## config.mk

```make
export PLATFORM = sky130hd
export DESIGN_NAME = calc1_op_arbiter
export DESIGN_NICKNAME = d
export VERILOG_FILES = /design/src/rtl/calc1_op_arbiter.sv
export SDC_FILE = /design/constraint.sdc
export NUM_CORES = 1
export LEC_CHECK = 0
export ABC_CLOCK_PERIOD_IN_PS = 13700
export CAP_MARGIN = 15
export CORE_MARGIN = 2
export CORE_UTILIZATION = 45
export CTS_BUF_LIST = sky130_fd_sc_hd__clkbuf_4 sky130_fd_sc_hd__clkbuf_8
export DETAILED_ROUTE_END_ITERATION = 8
export GPL_ROUTABILITY_DRIVEN = 0
export PLACE_DENSITY_LB_ADDON = 0.05
export SYNTH_ARGS = -nofsm -noshare
export SYNTH_HDL_FRONTEND = slang
export SYNTH_SLANG_ARGS = --single-unit
```

## constraint.sdc

```tcl
create_clock -name c_clk -period 13.7 [get_ports c_clk]
set_input_delay 2.74 -clock c_clk [delete_from_list [all_inputs] [get_ports c_clk]]
set_output_delay 2.74 -clock c_clk [all_outputs]
set_load 0.03 [all_outputs]
```

## src/rtl/calc1_op_arbiter.sv

```systemverilog
// calc1_op_arbiter: age-ordered (FCFS) grant of the shared arith and shift units.
// Ports: c_clk, reset (sync, active-high); req_vld/req_cls per port; arith_rdy,
// shift_rdy; one-hot arith_gnt/shift_gnt with arith_pid/shift_pid (registered
// one-cycle pulses); sticky per-port proto_err.
// Option: CALC1_ARB_RR_TIE_EN orders same-cycle enqueues by a rotating pointer.
module calc1_op_arbiter #(
  parameter int NPORT = 4,
  parameter int PIDW  = 2
) (
  input  logic             c_clk,
  input  logic             reset,
  input  logic [NPORT-1:0] req_vld,
  input  logic [NPORT-1:0] req_cls,
  input  logic             arith_rdy,
  input  logic             shift_rdy,
  output logic [NPORT-1:0] arith_gnt,
  output logic [NPORT-1:0] shift_gnt,
  output logic [PIDW-1:0]  arith_pid,
  output logic [PIDW-1:0]  shift_pid,
  output logic [NPORT-1:0] proto_err
);
  localparam int CW = PIDW + 1;

  // Queue 0 feeds the arith unit, queue 1 the shift unit.
  logic [PIDW-1:0]  q_r   [2][NPORT];
  logic [PIDW-1:0]  q_n   [2][NPORT];
  logic [CW-1:0]    cnt_r [2];
  logic [CW-1:0]    cnt_n [2];
  logic [PIDW-1:0]  head  [2];
  logic [PIDW-1:0]  ord   [NPORT];
  logic [NPORT-1:0] pend_r;
  logic [NPORT-1:0] pend_n;
  logic [NPORT-1:0] cls_r;
  logic [NPORT-1:0] cls_n;
  logic [NPORT-1:0] err_n;
  logic [NPORT-1:0] push;
  logic [NPORT-1:0] purge;
  logic [1:0]       rdy;
  logic [1:0]       pop;

`ifdef CALC1_ARB_RR_TIE_EN
  logic [PIDW-1:0] rr_r;
  logic [PIDW-1:0] rr_n;

  // Push order starts at the pointer; the pointer then moves
  // one past the last port pushed this cycle.
  always_comb begin
    rr_n = rr_r;
    for (int k = 0; k < NPORT; k++) begin
      ord[k] = PIDW'((int'(rr_r) + k) % NPORT);
    end
    for (int k = 0; k < NPORT; k++) begin
      if (push[ord[k]]) begin
        rr_n = PIDW'((int'(ord[k]) + 1) % NPORT);
      end
    end
  end

  always_ff @(posedge c_clk) begin
    if (reset) rr_r <= '0;
    else       rr_r <= rr_n;
  end
`else
  always_comb begin
    for (int k = 0; k < NPORT; k++) begin
      ord[k] = PIDW'(k);
    end
  end
`endif

  always_comb begin
    int n;
    rdy    = {shift_rdy, arith_rdy};
    purge  = pend_r & ~req_vld;
    // A port seen in its grant cycle is not re-queued.
    push   = req_vld & ~pend_r & ~(arith_gnt | shift_gnt);
    err_n  = proto_err | (req_vld & pend_r & (req_cls ^ cls_r));
    cls_n  = (cls_r & ~push) | (req_cls & push);
    pend_n = (pend_r & ~purge) | push;
    pop    = '0;
    for (int u = 0; u < 2; u++) begin
      head[u] = q_r[u][0];
      // A withdrawn head has req_vld=0, so it can never pop.
      pop[u]  = (cnt_r[u] != '0) && rdy[u] &&
                req_vld[head[u]];
      if (pop[u]) pend_n[head[u]] = 1'b0;
      for (int i = 0; i < NPORT; i++) begin
        q_n[u][i] = '0;
      end
      // Compact survivors (purge, then pop), then append pushes.
      n = 0;
      for (int i = 0; i < NPORT; i++) begin
        if (i < int'(cnt_r[u]) &&
            !purge[q_r[u][i]] &&
            !(i == 0 && pop[u])) begin
          q_n[u][PIDW'(n)] = q_r[u][i];
          n++;
        end
      end
      for (int k = 0; k < NPORT; k++) begin
        if (push[ord[k]] &&
            int'(req_cls[ord[k]]) == u) begin
          q_n[u][PIDW'(n)] = ord[k];
          n++;
        end
      end
      cnt_n[u] = CW'(n);
    end
  end

  always_ff @(posedge c_clk) begin
    if (reset) begin
      for (int u = 0; u < 2; u++) begin
        cnt_r[u] <= '0;
        for (int i = 0; i < NPORT; i++) begin
          q_r[u][i] <= '0;
        end
      end
      pend_r    <= '0;
      cls_r     <= '0;
      proto_err <= '0;
      arith_gnt <= '0;
      shift_gnt <= '0;
      arith_pid <= '0;
      shift_pid <= '0;
    end else begin
      for (int u = 0; u < 2; u++) begin
        cnt_r[u] <= cnt_n[u];
        for (int i = 0; i < NPORT; i++) begin
          q_r[u][i] <= q_n[u][i];
        end
      end
      pend_r    <= pend_n;
      cls_r     <= cls_n;
      proto_err <= err_n;
      arith_gnt <= pop[0] ? (NPORT'(1) << head[0]) : '0;
      shift_gnt <= pop[1] ? (NPORT'(1) << head[1]) : '0;
      arith_pid <= pop[0] ? head[0] : '0;
      shift_pid <= pop[1] ? head[1] : '0;
    end
  end
endmodule

```

# Word-level counts from Yosys, hierarchy flattened
# Memory sizes are Yosys's and may differ from the RTL's.
# Cells that the tools add are included.
[totals]
mem_count = 2
ram_bits = 22
reg_bits = 24
out_inout_bits = 16
input_bits = 12
[mem_list]
columns = ["memory", "depth", "width", "rd", "rd_clocked_by_memory_dff", "write_ports", "line", "text"]
rows = [
  ["q_r", 2, 8, 2, 0, 2, "25", "logic [PIDW-1:0] q_r [2][NPORT];"],
  ["cnt_r", 2, 3, 2, 0, 2, "27", "logic [CW-1:0] cnt_r [2];"],
]
[classes]
n_shift = 2
n_reduce_logical = 52
muxes = 105
n_lt_le_gt_ge = 46
add_sub_neg = 14
bitwise = 70
[op_table]
columns = ["operator", "count"]
rows = [
  ["two-way mux 8 bit", 14],
  ["AND 4 bit", 14],
  ["demux 2 bit (select 2 bit)", 14],
  ["bitwise mux 8 bit", 6],
  ["two-way mux 2 bit", 24],
  ["two-way mux 3 bit", 16],
  ["inverter 4 bit", 11],
  [">= comparator 2 x 3 -> 1 bit, second input constant", 14],
  ["logical AND 1 bit", 38],
  ["adder 3 x 2 -> 3 bit, second input constant", 12],
  ["bitwise OR 4 bit", 8],
  ["< comparator 2 x 1 -> 1 bit, second input constant", 14],
  ["inverter 2 bit", 14],
  ["< comparator 2 x 3 -> 1 bit, second input constant", 8],
  ["binary-select mux 1 bit (select 2 bit)", 10],
  ["two-way mux 1 bit", 17],
  ["AND 8 bit", 2],
  ["inverter 8 bit", 2],
  ["bitwise OR 8 bit", 2],
  ["< comparator 1 x 3 -> 1 bit, first input constant", 4],
  ["< comparator 2 x 3 -> 1 bit, first input constant", 4],
  ["zero test 1 bit", 10],
  ["bitwise OR 1 bit", 10],
  ["two-way mux 4 bit", 2],
  ["8 further kinds", 19],
]

# Depth between registers and ports, before layout
[depth]
depth_word = 29
depth_mapped = 28

# Least setup slack after synthesis
# OpenSTA, ideal clock, no wires.
[synth_path]
path_type = "input to register"
from = "input port req_vld[1]"
to = "memory cnt_r[0][2] (netlist name)"
setup_ns = 0.128
path_stages = 28
required_time_ns = 13.572
slack_ns = 5.771
arrival_time_ns = 7.802
n_path_buf = 0
cell_sequence = "nand2b_4 -> mux4_1 -> nand2_1 -> inv_1 -> ha_1 -> xnor2_2 -> inv_1 -> ha_1 -> mux2_2 -> ha_1 -> nand2_1 -> o21ai_0 -> ha_1 -> mux2i_1 -> o21a_1 -> inv_1 -> ha_1 -> inv_1 -> mux2i_1 -> a21oi_1 -> inv_1 -> ha_1 -> nand2_1 -> xnor2_1 -> xnor2_1 -> xnor2_1 -> xnor2_1 -> nor2_1"
[synth_lines]
columns = ["item", "line", "text"]
rows = [
  ["start, declared", "12", "input logic [NPORT-1:0] req_vld,"],
  ["end, declared", "27", ""],
]

==> run metrics <==
Top Family by Delay on Critical Path=adder cells; highest clock rate=around 110 MHz; Avg Cell Area, Syn=8.47 um^2; cell area power density=230 nW/um^2; critical path endpoint category=register; Final nets=529; max-cap viol count=0; Synth Instances=450; Setup Buffers After CTS=0; First-pass DRT Iterations=4; HPWL Detailed=7.85 mm; number of antenna violations at the first check in global routing=0; outcome=finished, final reports clean; RSZ-0062 raised after global routing=false; Hold Vio Cnt, Final=0; starting density of the core=0.464; via count of the first global-routing pass=approximately 3,100; Die ar.=9220 um^2; clock sinks=46; crit path kind=in -> reg; synthesized cell area=3810 um^2; Final Hold Slack=473 ps; Max-slew headroom=0.567; final wirelength=9.74 mm; clock latency on the worst-skew pair=around 290 ps; fin crit period=slightly below 9000 ps; Unique masters post-synth=60; Yosys top cell by area=dfxtp_1; setup total negative slack=0 ps; IO Port Bufs=27; routed length per instance=about 17 um; I/O pins=28; height of the die=96.0 um; Seq/Total Area, Yosys=0.242; Post-synth EDFFs=0; ANT nets after route=0; Bufs and invs on worst path=6; drt via density=around 5.6; Yosys top cell area share=0.242; Setup crit start kind=primary input; most used cell, CP=ha_1; top cells by instance count after synthesis=nand2_1, dfxtp_1, ha_1; worst vdd ir=0.126 mV; placed insts=570; # H-tree levels=2; min-delay worst type=reg -> reg; Crit-path slowest cell=clkdlybuf4s50_1; DRC violations left=0; GR Overflow Total=0; Non-Filler Instances=578; Async SR Flop Fraction=0; first-pass GRT wire length=15.7 mm; # diodes=0; Resized Gates After CTS=0; initial detailed-routing violation count=approximately 180; Syn-to-layout area delta=12.0%; num rows=33; # setup viols final=0; crit path DAT=roughly 9000 ps; root buffer cell=clkbuf_8; most common flop cell mapped by yosys=dfxtp_1; hold_buf cts=0; CTS Buf Count=5; Lkg Pwr=1.74 nW; Clock Tree Buf Depth=2; Post-Syn Nets=507; CTS clk-pin slew, worst paths=90 ps; Slew Limit Fails=0; layout cells sized above 1=0.0951; CTS tree=yes; vias post-DR=between 3,000 and 4,000; Core ar.=8220 um^2; Max Fanout on Critical Path=8; R2R Setup Slk=approximately 7400 ps; largest net degree at the start of global routing=41; most numerous cell in the Yosys netlist=nand2_1; max incr delay on CP=between 500 and 600 ps; register bit total from synthesis=46; largest cells by area after synthesis=dfxtp_1, ha_1, nand2_1; die width=roughly 96 um; Ys Warns=0; GRT Resource Usage Total=0.223; critical path required time=13,870 ps; skew final=7.48 ps; period utilisation layout=0.638; Tightest Pin Transition=648 ps
==> sequential cells by signal, summed over array words and instances, names as in the netlist <==
name and count:
arith_gnt 4, shift_gnt 4, q_r 16, proto_err 4, arith_pid 2, cnt_r 6
pend_r 4, shift_pid 2, cls_r 4
==> stage by stage <==
| step | setup WS (ps) | power [mW] | area, um^2 | util |
|---|---|---|---|---|
| 4_1_cts | 4960 | 0.983 | 4270 | 0.519 |
| 5_1_grt | 4450 | 1.10 | 4270 | 0.519 |
| 3_5_place_dp | 4670 | 0.890 | 4170 | 0.508 |
| 2_1_floorplan | 5770 | 0.735 | 3810 | - |
| 6_report | 4960 | 0.980 | 4270 | 0.519 |
| 3_3_place_gp | 4860 | 0.879 | 4170 | 0.508 |
==> routing by layer <==
layer	global-route usage	routed length, um	up-vias
met1	0.310	4630	1500
met5	0	0	-
met3	0.0368	548	4
met2	0.364	4510	87
met4	0.0440	52	0
li1	-	-	1647
==> tightest hold or removal path, delay by kind of cell (launching register included) <==
family / cells / cell delay (ps)
flip-flops: 1 / 330
AO/OA/AOI/OAI: 1 / 50
AND/OR/NAND/NOR: 1 / 60
==> power by group <==
part / internal (mW) / switching (mW)
sequential: 0.156 / 0.0285
clock: 0.0428 / 0.0459
combinational: 0.276 / 0.431
total: 0.474 / 0.506
==> cell type report <==
cell class,count,area (um^2)
Inverter,33,124
Sequential cell,46,921
Clock inverter,1,5.00
Tap cell,105,131
Fill cell,804,3950
Timing Repair Buffer,31,300
Multi-Input combinational cell,355,2700
Clock buffer,7,90.1
==> path summary, 6_finish.rpt <==
check | from | end | depth (start not counted)
max reg2reg | q_r[0][7]$_SDFF_PP0_ | cnt_r[0][2]$_SDFF_PP0_ | 28
min | cls_r[1]$_SDFFE_PP0N_ | cls_r[1]$_SDFFE_PP0N_ | 2
max | req_vld[3] | cnt_r[0][2]$_SDFF_PP0_ | 29
min reg2reg | cls_r[1]$_SDFFE_PP0N_ | cls_r[1]$_SDFFE_PP0N_ | 2
==> placed cells by master (no fill, tap or decap), types with 4 or more instances in the layout <==
master           count
nor2_1              33
o21ai_0              9
mux4_2               8
xor2_1               9
a21oi_1             22
xnor2_1             18
clkdlybuf4s50_1     27
and3_1               8
a31oi_1             14
ha_1                45
clkbuf_8             6
dfxtp_1             46
nor3_1              12
a311oi_1             4
nand3_1             17
mux2i_1              7
nor4b_1              4
o21a_1               4
nor2b_1              5
o2111ai_1            4
nor4_1               6
nand2b_4             4
buf_4                4
inv_1               30
nand2_1             54
and2_1              11
==> logic make-up (layout without fill, tap and decap cells) <==
family	Yosys count	in the layout	share of synthesized area
compound gates	85	85	0.158
buf+inv	49	72	0.0506
flops	46	46	0.242
simple gates	175	175	0.237
xor+xnor	30	30	0.0749
mux	20	20	0.0903
fa+ha+maj	45	45	0.148
Power figures use the tool's default switching activity.
